[config.mk]
export PLATFORM = sky130hd
export DESIGN_NAME = null_instr_decode_unit
export DESIGN_NICKNAME = d
export VERILOG_FILES = /design/src/rtl/null_instr_decode_unit.sv
export SDC_FILE = /design/constraint.sdc
export NUM_CORES = 1
export LEC_CHECK = 0
export CAP_MARGIN = 20
export CORE_MARGIN = 1
export CORE_UTILIZATION = 26
export CTS_CLUSTER_SIZE = 10
export DETAILED_ROUTE_END_ITERATION = 8
export PLACE_DENSITY = 0.84
export SYNTH_ARGS = -nofsm -noshare
export SYNTH_HDL_FRONTEND = slang
export SYNTH_SLANG_ARGS = --single-unit
[constraint.sdc]
create_clock -name clk -period 1.1 [get_ports clk]
set_clock_uncertainty 0.05 [all_clocks]
set_input_delay 0.22 -clock clk [delete_from_list [all_inputs] [get_ports clk]]
set_output_delay 0.22 -clock clk [all_outputs]
set_load 0.005 [all_outputs]
[src/rtl/null_instr_decode_unit.sv]
// null_instr_decode_unit
//
// Decodes a 12-bit instruction (and the board switch value) into a packed
// 55-bit ALU control word. The decode is combinational; the word and every
// field output are registered, giving one cycle of latency.
//
// Optional feature macro: NULL_DECODER_LDSW_EN
//   defined   - opcode 0001 (ldsw) loads the switch value through ALU input A
//   undefined - opcode 0001 decodes as a noop and switches is unused
//
// Ports
//   clk                        in   sole clock, rising edge
//   rst_n                      in   asynchronous active-low reset
//   instruction[11:0]          in   [11:8] opcode, [7:4] field X, [3:0] field Y
//   switches[15:0]             in   board switch value
//   control_word[54:0]         out  registered packed control word
//   program_counter_increment  out  control_word[54]
//   alu_op[3:0]                out  control_word[53:50]
//   alu_a_altern[15:0]         out  control_word[49:34]
//   alu_b_altern[15:0]         out  control_word[33:18]
//   alu_a_select[3:0]          out  control_word[17:14]
//   alu_b_select[3:0]          out  control_word[13:10]
//   alu_a_source               out  control_word[9]   (1 = altern, 0 = register)
//   alu_b_source               out  control_word[8]   (1 = altern, 0 = register)
//   alu_out_select[3:0]        out  control_word[7:4]
//   alu_load_src[1:0]          out  control_word[3:2]
//   alu_store_to_mem           out  control_word[1]
//   alu_store_to_stk           out  control_word[0]

module null_instr_decode_unit (
    input  logic        clk,
    input  logic        rst_n,
    input  logic [11:0] instruction,
    input  logic [15:0] switches,
    output logic [54:0] control_word,
    output logic        program_counter_increment,
    output logic [3:0]  alu_op,
    output logic [15:0] alu_a_altern,
    output logic [15:0] alu_b_altern,
    output logic [3:0]  alu_a_select,
    output logic [3:0]  alu_b_select,
    output logic        alu_a_source,
    output logic        alu_b_source,
    output logic [3:0]  alu_out_select,
    output logic [1:0]  alu_load_src,
    output logic        alu_store_to_mem,
    output logic        alu_store_to_stk
);

    logic [3:0]  opcode;
    logic [3:0]  field_x;
    logic [3:0]  field_y;
    logic [54:0] word_d;
    logic [54:0] word_q;

    assign opcode  = instruction[11:8];
    assign field_x = instruction[7:4];
    assign field_y = instruction[3:0];

`ifndef NULL_DECODER_LDSW_EN
    // Switches only feed the ldsw path; keep them referenced without effect.
    logic unused_switches;
    assign unused_switches = ^switches;
`endif

    always_comb begin
        // Noop word: only the PC increment is set; every other field is zero.
        word_d     = '0;
        word_d[54] = 1'b1;

        if (opcode[3]) begin
            // Memory / stack group: opcode[0] selects the offset (IADD) form.
            word_d[53:50] = {3'b000, opcode[0]};
            word_d[17:14] = field_x;
            word_d[13:10] = field_y;
            word_d[7:4]   = field_y;
            // opcode[2] = write, opcode[1] = stack (vs memory).
            unique case (opcode[2:1])
                2'b00: word_d[3:2] = 2'b10;
                2'b01: word_d[3:2] = 2'b11;
                2'b10: begin
                    word_d[3:2] = 2'b01;
                    word_d[1]   = 1'b1;
                end
                2'b11: begin
                    word_d[3:2] = 2'b01;
                    word_d[0]   = 1'b1;
                end
                default: word_d[3:2] = 2'b00;
            endcase
        end
`ifdef NULL_DECODER_LDSW_EN
        else if (opcode == 4'b0001) begin
            // ldsw: switches enter through ALU input A's alternate path.
            word_d[53:50] = field_x;
            word_d[49:34] = switches;
            word_d[9]     = 1'b1;
            word_d[13:10] = field_y;
            word_d[7:4]   = field_y;
            word_d[3:2]   = 2'b01;
        end
`endif
    end

    always_ff @(posedge clk or negedge rst_n) begin
        if (!rst_n) begin
            word_q <= '0;
        end else begin
            word_q <= word_d;
        end
    end

    assign control_word              = word_q;
    assign program_counter_increment = word_q[54];
    assign alu_op                    = word_q[53:50];
    assign alu_a_altern              = word_q[49:34];
    assign alu_b_altern              = word_q[33:18];
    assign alu_a_select              = word_q[17:14];
    assign alu_b_select              = word_q[13:10];
    assign alu_a_source              = word_q[9];
    assign alu_b_source              = word_q[8];
    assign alu_out_select            = word_q[7:4];
    assign alu_load_src              = word_q[3:2];
    assign alu_store_to_mem          = word_q[1];
    assign alu_store_to_stk          = word_q[0];

endmodule

==> impl_results.md <==
- Status: finished, violations left
- Failing checks: negative setup slack
- RSZ-0062 raised after global routing: true
- Reported max-cap violation count: 0
- Worst Path Required: between 800 and 900 ps
- CTS Root Cell: clkbuf_8
- Critical Path Sink Type: output port
- Placed Instances: slightly above 200
- Layout cells sized above 1: about a quarter
- Row cnt: 24
- Share of the synthesized area in the top cell type: between 60% and 70%
- Post-route ant nets: 0
- Kind of critical path: flop to output port
- Clock-pin slew on the worst setup and hold paths: 50 ps
- Worst setup SP type: flop
- Ant diodes: 0
- Total gr overflow: 0
- VDD IR max: 0.393 mV
- Die Y: between 60 and 70 um
- Total GRT Usage: roughly 5.7%
- Pwr/cell area: ~960 nW/um2
- Placed cell area: approximately 1300 um2
- Initial antenna violation count: 0
- Achievable Freq: approximately 880 MHz
- Routed via count: around 620
- Arr. time, crit path: between 800 and 900 ps
- Boundary Pins: between 100 and 150
- Wirelength per Cell: between 7 and 8 um
- Slew Viols, Final: 0
- Final Critical Period: 1130 ps
- Synthesized area per cell: 9.29 um2
- Max FO, Critical Path: 4
- Final instance area: about 1200 um2
- TritonCTS clock tree: done
- Register area share after synthesis: 29.9%
- Commonest cells after routing, fill and taps aside: conb_1, buf_2, dfrtp_1
- Die Wd: 69.1 um
- Syn Inst Count: 126
- Via count of the first global-routing pass: approximately 440
- CTS Buf Count: 3
- Top cells by area, synth: buf_4, dfrtp_1, and2_1, and3b_1, conb_1
- Maximum root-to-sink buffer count: 2
- Die area: 4780 um2
- Leak Pwr: around 0.74 nW
- CTS H-tree depth: 1
- Post-synthesis cell area: 1170 um2
- First-pass GRT wire length: approximately 2100 um
- Fin. Hold Viols: 0
- Final WL: 1540 um
- FF+latch count, synth: 14
- Port Buffer Count: between 40 and 50
- Area growth from synthesis to layout: 5.45%
- Initial core utilization: a little over a quarter
- Setup TNS: -91.6 ps
- Clk sinks: 14
- Layout Nets: between 150 and 200
- Most common cell after layout, fill and taps aside: conb_1
- Number of library cell types mapped by synthesis: 8
- Max reg flops: 14
- Final worst slack: -31.3 ps
- Layout Cells excl Fill: between 200 and 250
- Yosys top cell by area: buf_4
- Detailed Routing Iterations Pass 1: 4
- Fin crit share: 103%
- Routed vias/inst: 2.93
- Largest net degree at the start of global routing: 11
- Setup violators final: 3
- DRC: 0
- GP Congestion: about 0.67
- Core box area: 4350 um2
- Synth warn: 0
- DP HPWL: approximately 1400 um
- Hold crit path type: input pin to asynchronous set/reset pin
- Detailed Route Iter0 Violations: 4
==> routing by layer <==
metal | GRT usage, % | share of wire (%) | up-vias
met5 | 0 | 0 | -
met4 | 4.76 | 2.2 | 0
met3 | 1.17 | 9.5 | 2
met2 | 12.0 | 64 | 51
met1 | 4.17 | 24 | 290
li1 | - | - | 275
==> power by group <==
part           switching (mW)  internal, mW
clock network           0.143         0.240
registers              0.0163         0.542
logic                   0.122         0.123
total                   0.282         0.905
==> cell type report <==
cell class	instances	area, um2
Clock buffer	3	41.3
Multi-Input combinational cell	88	367
Fill cell	465	3120
Tap cell	52	65.1
Timing Repair Buffer	54	412
Sequential cell	14	350
==> Yosys cell counts (all sizes together) <==
library cell / n
o21a: 1
conb: 2
dfrtp: 14
and2: 9
and3b: 1
and3: 1
buf: 97
nor2b: 1
==> cell families after synthesis <==
logic type | share of synthesized area [%]
DFF | 29.9
other | 0.641
and+or+nand+nor | 6.62
buffers and inverters | 62.2
AOI/OAI and AO/OA | 0.641
==> per-stage QoR <==
stage                     setup WS (ps)  util (%)  total power [mW]  hold slack (ps)
after detailed placement          -81.8      30.0             0.858              428
after CTS                         -46.8      29.5              1.21              177
after global placement            -60.3      30.0             0.852              422
after global routing              -70.5      28.4              1.25              179
final                             -31.3      28.4              1.19              179
after floorplan                     302         -             0.898             -126
==> what timing repair did <==
item | in CTS | in global routing
endpoints found under the setup margin | 36 | 13
gates resized for setup | 112 | 10
buffers inserted | 2 | 0
hold buffers | 0 | 0
==> worst max-delay path by stage <==
stage / startpoint / endpoint / slack, ps / cells after the start
after floorplan: control_word[10] / alu_out_select[0] / 300 / 1
after global placement: control_word[13] / alu_out_select[3] / -60 / 1
after detailed placement: control_word[13] / alu_out_select[3] / -80 / 1
after CTS: control_word[13] / alu_out_select[3] / -50 / 2
after global routing: control_word[13] / alu_out_select[3] / -70 / 2
final: control_word[13] / alu_out_select[3] / -30 / 2
==> worst max-delay path: stages (launching register included) <==
cell and delay, ps:
dfrtp_1 400, buf_6 130, buf_6 100
Note: power is estimated with default switching activity, not from simulation.
